<file path="config.mk">
export PLATFORM = sky130hd
export DESIGN_NAME = rf_dumper
export DESIGN_NICKNAME = d
export VERILOG_FILES = /design/src/rtl/rf_dumper.sv
export SDC_FILE = /design/constraint.sdc
export NUM_CORES = 1
export LEC_CHECK = 0
export CAP_MARGIN = 20
export CORE_AREA = 2 2 74 76
export DETAILED_ROUTE_END_ITERATION = 8
export DIE_AREA = 0 0 76 78
export MAX_ROUTING_LAYER = met4
export PLACE_DENSITY = 0.73
export SKIP_CTS_REPAIR_TIMING = 1
export SLEW_MARGIN = 10
export SYNTH_ARGS = -nofsm -noshare
export SYNTH_HDL_FRONTEND = slang
export SYNTH_SLANG_ARGS = --single-unit
</file>
<file path="constraint.sdc">
create_clock -name clk -period 2.28 [get_ports clk]
set_input_delay 0.456 -clock clk [delete_from_list [all_inputs] [get_ports clk]]
set_output_delay 0.456 -clock clk [all_outputs]
set_load 0.02 [all_outputs]
</file>
<file path="src/rtl/rf_dumper.sv">
// rf_dumper: walks a register file one index at a time through a
// combinational read port and streams each captured value out as a
// valid/ready beat. One register is in flight at a time, so beats are
// never back-to-back. Abort drops the dump silently; the last beat
// is followed by a one-cycle done pulse.
module rf_dumper #(
  parameter int NREGS = 32,
  parameter int DW    = 32
) (
  input  logic          clk,
  input  logic          rst,
  input  logic          start,
  input  logic          abort,
  output logic [4:0]    rd_addr,
  input  logic [DW-1:0] rd_data,
  output logic          out_valid,
  input  logic          out_ready,
  output logic [4:0]    out_idx,
  output logic [DW-1:0] out_data,
  output logic          busy,
  output logic          done
);

  typedef enum logic [1:0] {IDLE, READ, SEND, DONE} state_t;

  localparam logic [4:0] LAST = 5'(NREGS - 1);

  state_t        state_q;
  logic [4:0]    idx_q;
  logic [4:0]    rd_addr_q;
  logic [4:0]    out_idx_q;
  logic [DW-1:0] out_data_q;
  logic          out_valid_q;
  logic          busy_q;
  logic          done_q;

  // Dump sequencer. Every output is a register. rd_addr is loaded
  // with the index about to be read on the edge that enters READ,
  // and cleared on any edge that leaves READ.
  always_ff @(posedge clk) begin
    if (rst) begin
      state_q     <= IDLE;
      idx_q       <= '0;
      rd_addr_q   <= '0;
      out_idx_q   <= '0;
      out_data_q  <= '0;
      out_valid_q <= 1'b0;
      busy_q      <= 1'b0;
      done_q      <= 1'b0;
    end else begin
      done_q <= 1'b0;
      case (state_q)
        IDLE: begin
          // abort is deliberately not looked at here
          if (start) begin
            state_q   <= READ;
            idx_q     <= '0;
            rd_addr_q <= '0;
            busy_q    <= 1'b1;
          end
        end
        READ: begin
          rd_addr_q <= '0;
          if (abort) begin
            state_q <= IDLE;
            busy_q  <= 1'b0;
          end else begin
            out_data_q  <= rd_data;
            out_idx_q   <= idx_q;
            out_valid_q <= 1'b1;
            state_q     <= SEND;
          end
        end
        SEND: begin
          // abort wins over a coincident handshake: the beat is gone
          // downstream, but the dump ends quietly in IDLE
          if (abort) begin
            state_q     <= IDLE;
            out_valid_q <= 1'b0;
            busy_q      <= 1'b0;
          end else if (out_ready) begin
            out_valid_q <= 1'b0;
            if (idx_q == LAST) begin
              state_q <= DONE;
              done_q  <= 1'b1;
            end else begin
              idx_q     <= idx_q + 5'd1;
              rd_addr_q <= idx_q + 5'd1;
              state_q   <= READ;
            end
          end
        end
        DONE: begin
          // start and abort are both ignored for this one cycle
          state_q <= IDLE;
          busy_q  <= 1'b0;
        end
        default: begin
          state_q     <= IDLE;
          out_valid_q <= 1'b0;
          busy_q      <= 1'b0;
          rd_addr_q   <= '0;
        end
      endcase
    end
  end

  assign rd_addr   = rd_addr_q;
  assign out_valid = out_valid_q;
  assign out_idx   = out_idx_q;
  assign out_data  = out_data_q;
  assign busy      = busy_q;
  assign done      = done_q;

endmodule
</file>
==> metrics.md, run 1 <==
| Metric | Value |
|---|---|
| Outcome | complete, no violations |
| Final setup violation count | 0 |
| Drt drc | 0 |
| Slowest stage cell, crit path | or4_4 |
| Fill cell count | 452 |
| Area of the multi-input gates | 978.4 µm² |
| Gr ovfl total | 0 |
| Die Width | 76 µm |
| Design area | 3117 µm² |
| Worst R2R End | rd_addr[1]$_SDFFE_PP0P_ |
| Crit-path cells | ha_1, and3_1, ha_1, or3b_1, or4_4, o32ai_1 |
| Core Region | 5042 µm² |
| First-pass GRT wire length | 8.528 mm |
| PD cells | 598.6 nW/µm² |
| Final Max Slew Viols | 0 |
| Int Power | 0.001365 W |
| Library cells used by synthesis | 34 |
| Layout net count | 376 |
| Setup TNS | 0 ps |
| Hpwl dp | 3.585 mm |
| Die H | 78 µm |
| Flip-flop and latch area | 1041 µm² |
| Final Wtd Congestion | 0.7946 |
| Crit path required time | 2490 ps |
| Most frequent CP cell | ha_1 |
| Worst Hold Class | flop to flop |
| Post-synthesis cell count | 253 |
| Buffers on Ports | 81 |
| Max-cap viol count | 0 |
| Starting Density | 41.96% |
| Reg2reg start | idx_q[0]$_SDFFE_PP0P_ |
| Clock buffer depth | 2 |
| Post-Place Setup Slack | 118.6 ps |
| Worst ir drop on vdd | 0.0002859 V |
| CTS Buf Count | 5 |
| Seq/Total Area, Yosys | 49.20% |
| Commonest cells post-synth | nand2_1 (74), dfxtp_1 (52), a21oi_1 (43), inv_1 (12), nand2b_1 (10) |
| Count leader, synth | nand2_1 |
| Clock Sinks | 52 |
| Vias per std cell | 4.868 |
| Crit path from | idx_q[0]$_SDFFE_PP0P_ |
| Fin crit period | 2161 ps |
| Total GRT Usage | 18.35% |
| Final Skew | 6.130 ps |
| Clock-pin slew on the worst setup and hold paths | 90 ps |
| Least-Margin Pin Slew | 527.4 ps |
| Area delta synth->final | 47.31% |
| Reg-to-reg slack, setup | 120 ps |
| Dpl cell area | 3013 µm² |
| First-pass DRT Iterations | 4 |
| H-tree lvl count | 2 |
| Worst setup path class | flop to flop |
| CTS root buf | clkbuf_8 |
| Combinational share of power | 18.4% |
| Leakage dissipation | 1.109 nW |
| Hold Slack | 457.1 ps |
| Final core utilization | 61.81% |
| Synth Area per Inst | 8.363 µm² |
| Netlist Area Pre-Place | 2116 µm² |
| CP peak stage delay | 460 ps |
| Post-synth EDFFs | 0 |
| Sequential share of power | 51.7% |
| FF+latch count, synth | 52 |
| Via count | 1,957 |
| Post-route ant nets | 0 |
| Period utilization | 94.77% |
| Top FF cell, synth | dfxtp_1 |
| Rows | 26 |
| Net count after synthesis | 298 |
| Post-synth top area cell | dfxtp_1 |
| Synth area leaders | dfxtp_1 (49%), nand2_1 (13%), a21oi_1 (10%) |
| Unrepaired setup endpoints after global routing | no |
| Fmax | 462.8 MHz |
| Area share of the largest cell type after synthesis | 49.20% |
| Share of layout cells above drive strength 1 | 6.024% |
| Die area | 5928 µm² |
| Pin count of the biggest net entering global routing | 38 |
| Final WL | 5.160 mm |
| CTS tree | yes |
| # IOs | 82 |
| Critical path endpoint category | flop |
| Reg2Reg Depth | 6 |
| Slew HR | 64.84% |
| Initial antenna violation count | 0 |
| Inserted Diodes | 0 |
| Clk Latency, worst-skew pair | 310 ps |
| Async SR Flop Fraction | 0% |
| Clock power share | 29.9% |
| Critical path capture point | rd_addr[1]$_SDFFE_PP0P_ |
| Fin. Hold Viols | 0 |
| Vias in the first global route | 1,857 |
| Worst EP arrival | 2380 ps |
| WL/cell | 12.84 µm |
| Crit-path max FO | 5 |
| PnR worst setup slack | 119.1 ps |
| Yosys warns | 0 |
| Iteration-0 DRC Markers | 93 |
| Switch Pwr | 0.0005004 W |
| Switching part of the total | 26.82% |
| CP Launch Type | flop |
sequential cells by signal, summed over array words and instances, names as in the netlist:
name / count
done: 1
out_data: 32
idx_q: 5
out_idx: 5
out_valid: 1
busy: 1
state_q: 2
rd_addr: 5
stage by stage:
stage               std cells  power [W]
global placement          394   0.001324
detailed placement        394   0.001329
CTS                       402   0.001895
floorplan                 253   0.001154
finish                    402   0.001866
global route              402   0.001958
worst min-delay path by stage:
stage / start / endpoint / slack (ps) / cells past startpoint
finish: out_data[9]$_SDFFE_PP0P_ / out_data[9]$_SDFFE_PP0P_ / 460 / 2
global route: out_data[9]$_SDFFE_PP0P_ / out_data[9]$_SDFFE_PP0P_ / 470 / 2
floorplan: idx_q[0]$_SDFFE_PP0P_ / rd_addr[0]$_SDFFE_PP0P_ / 450 / 1
global placement: out_data[14]$_SDFFE_PP0P_ / out_data[14]$_SDFFE_PP0P_ / 440 / 2
detailed placement: out_data[22]$_SDFFE_PP0P_ / out_data[22]$_SDFFE_PP0P_ / 450 / 2
CTS: out_data[10]$_SDFFE_PP0P_ / out_data[10]$_SDFFE_PP0P_ / 460 / 2
power groups by stage:
stage,logic (W),clock network (W),registers [W]
final,0.000344,0.000558,0.000964
after global routing,0.000374,0.000614,0.000970
after CTS,0.000345,0.000586,0.000965
after detailed placement,0.000343,0,0.000986
after global placement,0.000340,0,0.000984
after floorplan,0.000127,0,0.00103
cells by family after synthesis:
group,count (synthesis),synth area share [%]
buffers and inverters,27,5.027
AOI/OAI and AO/OA,59,16.50
muxes,4,1.952
DFF,52,49.20
adders and majority gates,8,4.731
xor gates and xnor gates,1,0.4140
and+or+nand+nor,102,22.18
critical path, delay by kind of cell (launching register included):
kind,cells,cell delay (ps)
AOI/OAI and AO/OA,1,140
and+or+nand+nor,3,1120
adders and majority gates,2,440
DFF,1,360
area by class of cell:
class	instances	area share, %
Sequential cell	52	33.40
Tap cell	70	2.810
Inverter	12	1.445
Clock inverter	2	0.4416
Multi-Input combinational cell	174	31.39
Clock buffer	6	2.650
Timing Repair Buffer	86	27.86
per-layer routing:
metal	vias up	track usage [%]	wire [µm]	part of all wire (%)
met5	-	-	0	0
met4	0	6.909	92	1.8
met3	9	6.744	427	8.3
met2	67	29.46	2414	47
met1	889	21.14	2226	43
li1	992	-	-	-
cells in the final DEF, fill, tap and decap left out, drive strengths merged:
master	Yosys	layout
mux2i	3	3
nand2b	10	10
o21ai	1	1
or4	1	1
ha	8	8
inv	12	13
a311oi	1	1
nor2b	2	2
nand4bb	1	1
nor3b	2	2
nand4	1	1
buf	8	6
clkinv	0	1
nand3b	1	1
a21oi	43	43
or3b	2	2
mux2	1	1
dfxtp	52	52
or3	1	1
o211ai	1	1
nand3	2	2
a21o	2	2
a21bo	1	1
nor2	2	2
o32ai	6	6
nor4b	1	1
clkbuf	7	6
a211oi	4	4
and3b	1	1
and3	1	1
xnor2	1	1
clkdlybuf4s50	0	80
nand2	74	74
No activity file was read; power rests on OpenSTA's default activity.
==> run 2, diff against run 1 <==
Settings changed: CTS_CLUSTER_SIZE set to 40.
==> results of run 2 <==
No change in the layout: final DEF, timing and power equal those of run 1.
